## src/rtl/repeat_byte_4_sched.sv

```systemverilog
// repeat_byte_4_sched: arbitrates two byte requesters and streams {x+1,x+2,x+3,x+4} MSB-first; define REPEAT_BYTE_4_SCHED_RR_EN for round-robin grant, else fixed priority to requester 0.
module repeat_byte_4_sched (
  input  logic       clk,
  input  logic       rst,
  input  logic       req0_valid,
  input  logic [7:0] req0_data,
  output logic       req0_ready,
  input  logic       req1_valid,
  input  logic [7:0] req1_data,
  output logic       req1_ready,
  output logic       out_valid,
  input  logic       out_ready,
  output logic [7:0] out_data,
  output logic       out_last,
  output logic       out_tag,
  output logic       busy
);
  typedef enum logic {IDLE, SEND} state_t;
  state_t state, state_nx;
  logic [1:0] idx, idx_nx;
  logic [31:0] word, word_nx;
  logic tag, tag_nx, ptr, gnt_idx, grant_valid, accept, fire;
  logic [7:0] x;
  assign grant_valid = req0_valid | req1_valid;
  assign gnt_idx = ptr ? req1_valid : ~req0_valid;
  assign x = gnt_idx ? req1_data : req0_data;
  assign fire = out_valid & out_ready;
  // rst gating keeps both readys low while reset is held
  assign accept = ~rst & grant_valid & (state == IDLE | (fire & out_last));
  assign req0_ready = accept & ~gnt_idx;
  assign req1_ready = accept & gnt_idx;
  assign out_valid = state == SEND;
  assign busy = state == SEND;
  assign out_data = out_valid ? word[{~idx, 3'b111} -: 8] : 8'd0;
  assign out_last = out_valid & (idx == 2'd3);
  assign out_tag = tag;
`ifdef REPEAT_BYTE_4_SCHED_RR_EN
  always_ff @(posedge clk or posedge rst)
    if (rst) ptr <= 1'b0;
    else if (accept) ptr <= ~gnt_idx;
`else
  assign ptr = 1'b0;
`endif
  always_comb begin
    state_nx = state;
    idx_nx = idx;
    word_nx = word;
    tag_nx = tag;
    if (fire) begin
      idx_nx = idx + 2'd1;
      state_nx = out_last ? IDLE : SEND;
    end
    if (accept) begin
      word_nx = {x + 8'd1, x + 8'd2, x + 8'd3, x + 8'd4};
      tag_nx = gnt_idx;
      idx_nx = 2'd0;
      state_nx = SEND;
    end
  end
  always_ff @(posedge clk or posedge rst)
    if (rst) begin
      state <= IDLE;
      idx <= 2'd0;
      word <= 32'd0;
      tag <= 1'b0;
    end else begin
      state <= state_nx;
      idx <= idx_nx;
      word <= word_nx;
      tag <= tag_nx;
    end
endmodule

```

## config.mk

```make
export PLATFORM = sky130hd
export DESIGN_NAME = repeat_byte_4_sched
export DESIGN_NICKNAME = d
export VERILOG_FILES = /design/src/rtl/repeat_byte_4_sched.sv
export SDC_FILE = /design/constraint.sdc
export NUM_CORES = 1
export LEC_CHECK = 0
export ABC_CLOCK_PERIOD_IN_PS = 5000
export CORE_MARGIN = 2
export CORE_UTILIZATION = 55
export DETAILED_ROUTE_END_ITERATION = 10
export PLACE_DENSITY = 0.86
export SLEW_MARGIN = 40
export SYNTH_ARGS = -nofsm -noshare
export SYNTH_HDL_FRONTEND = slang
export SYNTH_SLANG_ARGS = --single-unit
```

## constraint.sdc

```tcl
create_clock -name clk -period 5 [get_ports clk]
set_clock_uncertainty 0.15 [all_clocks]
set_input_delay 0.5 -clock clk [delete_from_list [all_inputs] [get_ports clk]]
set_output_delay 0.5 -clock clk [all_outputs]
set_load 0.005 [all_outputs]
```

# Yosys cells after proc, flatten, opt, wreduce, memory -nomap -nowiden
# Cells that the tools add are included.
[totals] romBits=0 n_memories=0 input_bits=21 latch_bits=0 mem_bits_rw=0 regBits=36
[op_classes] n_shift=1 n_mux=7 multipliers=0 n_reduce_logical=1 div_mod_pow=0 magnitude_cmp=0 n_addsub=5 bitwise=13 eq_ne=1
[op_table] op="39-bit by 6-bit variable part select with 8-bit output" n=1
[op_table] op="8-bit by 2-bit adder with 8-bit output (second input constant)" n=2
[op_table] op="8-bit 2-to-1 mux" n=2
[op_table] op="8-bit by 1-bit adder with 8-bit output (second input constant)" n=1
[op_table] op="8-bit by 3-bit adder with 8-bit output (second input constant)" n=1
[op_table] op="1-bit bitwise AND" n=7
[op_table] op="2-bit 2-to-1 mux" n=2
[op_table] op="1-bit 2-to-1 mux" n=3
[op_table] op="1-bit inverter" n=3
[op_table] op="2-bit by 1-bit adder with 2-bit output (second input constant)" n=1
[op_table] op="2-bit equality test (second input constant)" n=1
[op_table] op="2-bit inverter" n=1
[op_table] op="1-bit bitwise OR" n=2
[op_table] op="2-bit nonzero test" n=1

# Logic depth before layout (Yosys ltp)
# Gate-level depths: netlist (run 1).
[logic_depth] word_depth=6 depth_mapped=9 ltp_nobuf=7

# Least setup slack after synthesis (run 1)
# Ideal clock, no wire load.
[synth_timing] path_kind="input -> register" startpoint="input port req0_valid" endpoint="register word[13]" n_path_buf=1 cell_stages=7 arrival_time_ns=1.909 slack_ns=2.871 setup_ns=0.069 path_cell_list="buf_6 -> mux2i_2 -> inv_1 -> ha_1 -> a21o_1 -> a211o_1 -> nand3_1"
[synth_via] elab_chain_cells=3
[synth_lines] item="start, declared" line="5" rtl="input logic req0_valid,"
[synth_lines] item="parallel branches: the longest is 3 deep, another holds 8-bit by 2-bit adder with 8-bit output"
[synth_lines] item="end signal, assigned" line="69" rtl="word <= word_nx;"
[synth_lines] item="end, declared" line="21" rtl="logic [31:0] word, word_nx;"
# Several ways; the timed one is not identified.
# A chain may end at the register's enable or synchronous reset.

# Final worst setup path (run 1)
[layout_timing] startpoint="input port req0_valid" endpoint="output port req0_ready"
[layout_via] elab_chain_cells=4
[layout_lines] item="1-bit bitwise OR" line="24" rtl="assign grant_valid = req0_valid | req1_valid;"
[layout_lines] item="1-bit bitwise AND (2 in series)" line="29" rtl="assign accept = ~rst & grant_valid & (state == IDLE | (fire & out_last));"
[layout_lines] item="1-bit bitwise AND *" line="30" rtl="assign req0_ready = accept & ~gnt_idx;"
[layout_lines] item="end, declared" line="7" rtl="output logic req0_ready,"
# Every way passes the cells marked *; elsewhere a longest branch is shown, timed or not.

==> Flow_metrics.wiki, run 1 <==
{| class="wikitable"
! Metric !! Value
|-
| Run status || finished clean
|-
| Count of maximum capacitance violations || 0
|-
| Max Buffers Root-to-Sink || 2
|-
| Placed instance count || 288
|-
| CTS tree || done
|-
| Critical path data arrival time || 2.78 ns
|-
| Largest stage delay on the critical path || 0.56 ns
|-
| GP Congestion || 0.785
|-
| Global routing met1 resource utilization || 32.5%
|-
| First-pass GRT wire length || 7610 um
|-
| DRT iter0 DRCs || 45
|-
| Vias in the first global route || 1618
|-
| Global-route usage over all layers || 23.3%
|-
| Power density relative to cell area || 471 mW/mm2
|-
| Fraction of layout cells with a size suffix above 1 || 12.9%
|-
| Total clock sinks || 34
|-
| Sequential area share after synthesis || 38.7%
|-
| Post-detailed-routing wire length || 4540 um
|-
| Endpoints failing hold || 0
|-
| Worst rel slew slack || 56.3%
|-
| Area growth from synthesis to layout || 18.7%
|-
| Cell with the largest stage delay on the worst path || sky130_fd_sc_hd__nor2_1
|-
| Clk_lat worst skew || 0.28 ns
|-
| Post-detailed-route count of antenna-violating nets || 0
|-
| Post-Synthesis Net Count || 244
|-
| Die width || 67.2 um
|-
| Endpoint kind of the worst setup timing path || primary output
|-
| Final total power || 1230 uW
|-
| Critical path launch point type || input pin
|-
| Sum Neg Setup Slack || 0 ns
|-
| Max Transition Viols Final || 0
|-
| Slew at the pin closest to its max-slew limit || 0.653 ns
|-
| Buffer cell driving the clock tree root || sky130_fd_sc_hd__clkbuf_8
|-
| IO buf count || 34
|-
| GR met2 Demand/Resource || 36.0%
|-
| Cell repeated most along the worst path || sky130_fd_sc_hd__clkdlybuf4s50_1
|-
| Largest voltage drop on the vdd net || 0.249 mV
|-
| Count of distinct cell types in the synthesized netlist || 45
|-
| Category of the most critical setup path || input pin to primary output
|-
| Hold WS || 0.329 ns
|-
| Remaining global-route overflow || 0
|-
| Post-CTS Hold Buffers || 0
|-
| Row cnt || 22
|-
| Mean routed wirelength per cell || 15.3 um
|-
| Maximum number of pins on one net before global-route repair || 57
|-
| Final std cells w/o fill || 296
|-
| Via density || 5.58
|-
| TritonCTS Buffers || 5
|-
| Instance count of the mapped netlist || 216
|-
| M3 GR Usage || 3.50%
|-
| Final standard cell utilization of the core || 69.7%
|-
| Number of antenna violations at the first check in global routing || 0
|-
| Synth Area per Inst || 10.2 um2
|-
| Yosys warning total || 0
|-
| Worst hold path class || flop to flop
|-
| DR DRC count || 0
|-
| CTS HTree Levels || 2
|-
| Initial core utilization || 58.7%
|-
| Diode insertion count for antenna repair || 0
|-
| Resized Gates After CTS || 0
|-
| Total standard cell area after synthesis || 0.00220 mm2
|-
| Total half-perimeter wirelength after legalization and detailed placement || 3200 um
|-
| Min Clock Period, post-route || 3.43 ns
|-
| Critical Path Fanout Max || 21
|-
| Clock slew at reported path FFs || 0.07 ns
|-
| Required time of the critical path || 4.35 ns
|-
| Core area || 0.00374 mm2
|-
| DRT Pass-1 Iters || 4
|-
| Vertical extent of the die || 67.2 um
|-
| Pleak || 0.00116 uW
|-
| Fmax || 0.292 GHz
|-
| Critical Path, Cell by Cell || clkdlybuf4s50_1 -> buf_4 -> o21bai_1 -> nor2_1 -> and2_1 -> clkdlybuf4s50_1
|-
| Die outline area || 0.00452 mm2
|-
| Number of post-CTS setup repair buffers || 0
|-
| Top-level port count || 35
|-
| Post-synthesis register bit count || 34
|-
| Setup repair after global routing missed its margin || no
|-
| Vias after detailed routing || 1652
|-
| Final setup violation count || 0
|-
| Part of the cycle the worst path needs || 68.5%
|-
| Final #Nets || 275
|-
| Busiest grt layer || met2
|}
## stage by stage
stage / cell area (um2) / setup WS [ns]
detailed placement: 2520 / 1.60
global placement: 2520 / 1.64
finish: 2610 / 1.57
CTS: 2610 / 1.56
floorplan: 2200 / 2.87
global route: 2610 / 1.43
## power by group
group	switching, uW	internal (uW)
Clock	95.6	111
Sequential	107	399
Combinational	195	323
## cell type report
cell class	instances	area (um2)
multi-input cells	161	1210
fillers	303	1130
well taps	48	60.1
clock inverters	1	5.00
clock buffers	7	86.3
repair buffers	37	363
flip-flops and latches	34	851
inverters	8	30.0
## placed cells by master, fill, tap and decap left out, drive strengths merged, types with 3 or more instances in the layout
cell type and instances:
nand2 40, dfrtp 34, clkdlybuf4s50 34, o21ai 24
xnor2 10, and2 9, inv 8, a21oi 8
mux2i 8, xor2 7, mux4 7, ha 7
nand3 7, clkbuf 7, nor2 4, a211o 4
nand4 4, buf 3, nand3b 3
## layer usage
layer | part of all wire (%) | vias to the layer above
met4 | 2.0 | 0
met3 | 4.5 | 10
met2 | 49 | 54
met1 | 44 | 780
li1 | - | 808
met5 | 0 | -
## kinds of logic (layout without fill, tap and decap cells)
group,Yosys count,in the layout,share of synthesized area [%]
and+or+nand+nor,74,74,17.1
muxes,17,17,14.1
AOI/OAI and AO/OA,46,46,13.4
adders and majority gates,7,7,3.98
DFF,34,34,38.7
buffers and inverters,21,53,6.03
xor gates and xnor gates,17,17,6.77
## worst paths after layout
kind / startpoint / depth (start not counted) / endpoint / slack, ns
worst min register to register: word[14] / 2 / word[14] / 0.33
worst max-delay path: req0_valid / 6 / req0_ready / 1.57
max in group asynchronous: rst / 3 / idx[0] / 3.91
min in group asynchronous: rst / 3 / word[7] / 0.49
worst min-delay path: word[14] / 2 / word[14] / 0.33
worst max register to register: idx[1] / 6 / out_tag / 2.73
## state kept, by name (all words and copies together), names as in the netlist
register,cells
busy,1
out_tag,1
idx,2
word,30
## synth_stat cells
cell | n | area (um2)
sky130_fd_sc_hd__ha_1 | 7 | 87.6
sky130_fd_sc_hd__a22oi_2 | 1 | 12.5
sky130_fd_sc_hd__nand3b_1 | 2 | 15.0
sky130_fd_sc_hd__dfrtp_1 | 34 | 851
sky130_fd_sc_hd__a21boi_0 | 1 | 7.51
sky130_fd_sc_hd__mux2_2 | 1 | 11.3
sky130_fd_sc_hd__a221o_1 | 1 | 10.0
sky130_fd_sc_hd__nor2b_1 | 2 | 12.5
sky130_fd_sc_hd__inv_2 | 1 | 3.75
sky130_fd_sc_hd__nand4_1 | 4 | 25.0
sky130_fd_sc_hd__o21ai_0 | 15 | 75.1
sky130_fd_sc_hd__nand2b_1 | 2 | 12.5
sky130_fd_sc_hd__nand3_2 | 1 | 10.0
sky130_fd_sc_hd__o21ai_1 | 9 | 45.0
sky130_fd_sc_hd__xor2_1 | 7 | 61.3
sky130_fd_sc_hd__a211o_1 | 4 | 35.0
sky130_fd_sc_hd__mux2i_1 | 3 | 30.0
sky130_fd_sc_hd__mux2i_4 | 3 | 67.6
sky130_fd_sc_hd__inv_1 | 7 | 26.3
sky130_fd_sc_hd__o21a_1 | 1 | 7.51
sky130_fd_sc_hd__and3_1 | 1 | 6.26
sky130_fd_sc_hd__a221oi_2 | 1 | 15.0
sky130_fd_sc_hd__nand3_1 | 6 | 30.0
sky130_fd_sc_hd__nand2_1 | 39 | 146
sky130_fd_sc_hd__mux4_2 | 7 | 158
sky130_fd_sc_hd__xnor2_1 | 10 | 87.6
sky130_fd_sc_hd__buf_4 | 3 | 22.5
sky130_fd_sc_hd__and2_1 | 9 | 56.3
sky130_fd_sc_hd__buf_6 | 4 | 45.0
sky130_fd_sc_hd__nor2_1 | 4 | 15.0
sky130_fd_sc_hd__nand3b_4 | 1 | 20.0
sky130_fd_sc_hd__clkbuf_1 | 4 | 15.0
sky130_fd_sc_hd__a21oi_2 | 1 | 8.76
sky130_fd_sc_hd__mux2i_2 | 2 | 27.5
sky130_fd_sc_hd__o21bai_1 | 1 | 7.51
sky130_fd_sc_hd__buf_2 | 1 | 5.00
sky130_fd_sc_hd__a21o_1 | 2 | 15.0
sky130_fd_sc_hd__nand2_4 | 1 | 11.3
sky130_fd_sc_hd__or2_1 | 1 | 6.26
sky130_fd_sc_hd__mux2_4 | 1 | 15.0
sky130_fd_sc_hd__o211ai_2 | 1 | 12.5
sky130_fd_sc_hd__o211ai_1 | 1 | 7.51
sky130_fd_sc_hd__buf_8 | 1 | 15.0
sky130_fd_sc_hd__a21oi_1 | 7 | 35.0
sky130_fd_sc_hd__and3b_1 | 1 | 8.76
## critical path: cells and delay by family
family                 cells  cell delay [ns]
and+or+nand+nor            2             0.78
buffers and inverters      3             1.28
AOI/OAI and AO/OA          1             0.22
No activity file was read; power rests on OpenSTA's default activity.
==> run 2, diff against run 1 <==
Settings changed: ABC_CLOCK_PERIOD_IN_PS 5000 to 3290, CORE_UTILIZATION 55 to 54, PLACE_DENSITY 0.86 to 0.84.
Clock period 5 ns to 3.29 ns, I/O delays scaled along.
==> run 2 against run 1 <==
  * Final cell count up 1.7%
  * Sequential power up 48%
  * Critical endpoint unchanged
  * Sequential share of layout area down 0.31 points
  * Worst hold slack lost 0.010 ns
  * Non-clock buffer count rose by 3
  * Combinational power increased by 61%
  * First-iteration DRC count is 18% higher
  * Via count up 0.79%
==> Flow_metrics.wiki, run 2 (synthesis gave the netlist of run 1 again) <==
{| class="wikitable"
! Metric !! Value
|-
| Total half-perimeter wirelength after legalization and detailed placement || 3370 um (was 3200 um)
|-
| Worst hold path class || input pin to asynchronous set/reset pin (was flop to flop)
|-
| Mean routed wirelength per cell || 15.5 um (was 15.3 um)
|-
| TritonCTS Buffers || 5 (unchanged)
|-
| Endpoints failing hold || 0 (unchanged)
|-
| Cell with the largest stage delay on the worst path || sky130_fd_sc_hd__dfrtp_1 (was sky130_fd_sc_hd__nor2_1)
|-
| Worst rel slew slack || 63.3% (was 56.3%)
|-
| Clk_lat worst skew || 0.28 ns (about the same)
|-
| Slew at the pin closest to its max-slew limit || 0.550 ns (was 0.653 ns)
|-
| Top cell family by delay on the critical path || buffers and inverters (unchanged)
|-
| CTS tree || done (unchanged)
|-
| Max Transition Viols Final || 0 (unchanged)
|-
| Core area || 0.00397 mm2 (was 0.00374 mm2)
|-
| Placed instance count || 293 (was 288)
|-
| Critical Path, Cell by Cell || ha_1 -> a21boi_0 -> nor2_1 -> buf_4 -> and2_1 -> clkdlybuf4s50_1 (was clkdlybuf4s50_1 -> buf_4 -> o21bai_1 -> nor2_1 -> and2_1 -> clkdlybuf4s50_1)
|-
| Final #Nets || 278 (was 275)
|-
| Pleak || 0.00118 uW (was 0.00116 uW)
|-
| Count of maximum capacitance violations || 0 (unchanged)
|-
| Sum Neg Setup Slack || 0 ns (unchanged)
|-
| Largest stage delay on the critical path || 0.58 ns (was 0.56 ns)
|-
| Max Buffers Root-to-Sink || 2 (unchanged)
|-
| Gate power share || 44.0% (was 42.1%)
|-
| Via density || 5.53 (was 5.58)
|-
| Wire length on met2 || 2270 um (was 2230 um)
|-
| Fmax || 0.353 GHz
|-
| Vias after detailed routing || 1665 (was 1652)
|-
| Maximum number of pins on one net before global-route repair || 56 (was 57)
|-
| Post-CTS Hold Buffers || 0 (unchanged)
|-
| Internal portion of total power || 1280 uW (was 833 uW)
|-
| First-pass GRT wire length || 7970 um (was 7610 um)
|-
| Critical path launch point type || flop (was input pin)
|-
| Area growth from synthesis to layout || 19.9% (was 18.7%)
|-
| Buffer cell driving the clock tree root || sky130_fd_sc_hd__clkbuf_8 (unchanged)
|-
| Logic depth of the worst register-to-register path || 6 (unchanged)
|-
| Final std cells w/o fill || 301 (was 296)
|-
| Sequential group share of total power || 39.5% (was 41.1%)
|-
| CTS HTree Levels || 2 (unchanged)
|-
| Category of the most critical setup path || flop to primary output (was input pin to primary output)
|-
| Critical path data arrival time || 2.36 ns (was 2.78 ns)
|-
| Total clock sinks || 34 (unchanged)
|-
| Vertical extent of the die || 67.8 um (was 67.2 um)
|-
| Part of the cycle the worst path needs || 86.2%
|-
| Startpoint of the worst-slack reg-to-reg timing path || idx[0] (was idx[1])
|-
| Biggest registers after layout || word (30), idx (2) (unchanged)
|-
| Fraction of layout cells with a size suffix above 1 || 13.9% (was 12.9%)
|-
| Switching share of total power || 32.7% (was 32.3%)
|-
| Instance area after placement || 0.00254 mm2 (was 0.00252 mm2)
|-
| Die width || 67.8 um (was 67.2 um)
|-
| Global-route usage over all layers || 23.9% (was 23.3%)
|-
| Clock slew at reported path FFs || 0.06 ns (was 0.07 ns)
|-
| IO buf count || 34 (unchanged)
|-
| Row cnt || 23 (was 22)
|-
| GP Congestion || 0.849 (was 0.785)
|-
| Top-level port count || 35 (unchanged)
|-
| Clock network fraction of total power || 16.5% (was 16.8%)
|-
| FF-to-FF End || word[18] (was out_tag)
|-
| Required time of the critical path || 2.81 ns (was 4.35 ns)
|-
| DRT Pass-1 Iters || 4 (unchanged)
|-
| Flip-flop count of the largest register after layout || 30 (unchanged)
|-
| Diode insertion count for antenna repair || 0 (unchanged)
|-
| Critical Path Fanout Max || 11 (was 21)
|-
| Power density relative to cell area || 720 mW/mm2 (was 471 mW/mm2)
|-
| Biggest register || word (unchanged)
|-
| Min Clock Period, post-route || 2.84 ns
|-
| Run status || finished clean (unchanged)
|-
| Number of antenna violations at the first check in global routing || 0 (unchanged)
|-
| Post-detailed-routing wire length || 4670 um (was 4540 um)
|-
| Setup repair after global routing missed its margin || no (unchanged)
|-
| Post-detailed-route count of antenna-violating nets || 0 (unchanged)
|-
| Endpoint kind of the worst setup timing path || primary output (unchanged)
|-
| Vias in the first global route || 1639 (was 1618)
|-
| Launching instance or port of the critical path || idx[0] (was req0_valid)
|-
| Combined buffer and inverter count along the critical path || 2 (was 3)
|-
| Die outline area || 0.00460 mm2 (was 0.00452 mm2)
|-
| Largest voltage drop on the vdd net || 0.460 mV (was 0.249 mV)
|-
| DRT iter0 DRCs || 53 (was 45)
|-
| Worst reg-to-reg setup slack || 0.96 ns (was 2.73 ns)
|-
| Initial core utilization || 55.4% (was 58.7%)
|-
| Final standard cell utilization of the core || 66.4% (was 69.7%)
|-
| DR DRC count || 0 (unchanged)
|-
| Remaining global-route overflow || 0 (unchanged)
|-
| Reported net switching power || 620 uW (was 398 uW)
|-
| Highest-count cells in the layout ignoring fill and taps || sky130_fd_sc_hd__nand2_1, sky130_fd_sc_hd__dfrtp_1, sky130_fd_sc_hd__clkdlybuf4s50_1 (unchanged)
|-
| Routed metal-1 wire length || 2110 um (was 2010 um)
|-
| Resized Gates After CTS || 0 (unchanged)
|-
| Area of all placed cells without fillers || 0.00264 mm2 (was 0.00261 mm2)
|-
| Number of post-CTS setup repair buffers || 0 (unchanged)
|-
| Most common cell after layout, fill and taps aside || sky130_fd_sc_hd__nand2_1 (unchanged)
|-
| Highest layer used for signal routing || met4 (unchanged)
|-
| Final setup violation count || 0 (unchanged)
|-
| Length of routed met3 wiring || 195 um (was 206 um)
|}
run 2: changes by cell type in the layout (fill, tap and decap cells not counted), sizes merged:
cell and delta:
buf +3
run 2: worst max-delay path by stage:
stage,slack [ns],endpoint,cells past startpoint
6_report,0.45,req0_ready,6
5_1_grt,0.34,req0_ready,6
4_1_cts,0.47,req0_ready,6
3_5_place_dp,0.62,word[14],9
3_3_place_gp,0.66,word[14],9
2_1_floorplan,1.33,word[13],7
run 2: final cells by class:
cell class                      instances  area, um2
Clock buffer                            7       86.3
Clock inverter                          1       5.00
Fill cell                             313       1340
Inverter                                8       30.0
Multi-Input combinational cell        161       1210
Sequential cell                        34        851
Tap cell                               50       62.6
Timing Repair Buffer                   40        385
run 2: per-layer routing:
metal,GRT usage (%),vias to the layer above
met5,0,-
li1,-,813
met4,8.50,0
met3,4.00,9
met2,38.0,53
met1,33.1,790
run 2: worst reg2reg max path: stages, from the launching register on:
cell,delay [ns]
sky130_fd_sc_hd__dfrtp_1,0.58
sky130_fd_sc_hd__ha_1,0.35
sky130_fd_sc_hd__a21boi_0,0.29
sky130_fd_sc_hd__or2_1,0.17
sky130_fd_sc_hd__buf_4,0.41
sky130_fd_sc_hd__nand2_1,0.16
sky130_fd_sc_hd__o21ai_0,0.12
run 2: stage by stage:
step	power, uW	setup WS [ns]	hold slack [ns]
3_5_place_dp	1590	0.617	0.319
6_report	1900	0.454	0.319
2_1_floorplan	1250	1.33	0.290
5_1_grt	2050	0.341	0.356
4_1_cts	1910	0.468	0.333
3_3_place_gp	1560	0.662	0.306
run 2: power by group through the flow:
stage               Combinational [uW]  Sequential [uW]  Clock (uW)
floorplan                          566              682           0
detailed placement                 833              759           0
CTS                                846              751         315
finish                             835              750         313
global route                       941              776         333
global placement                   812              744           0
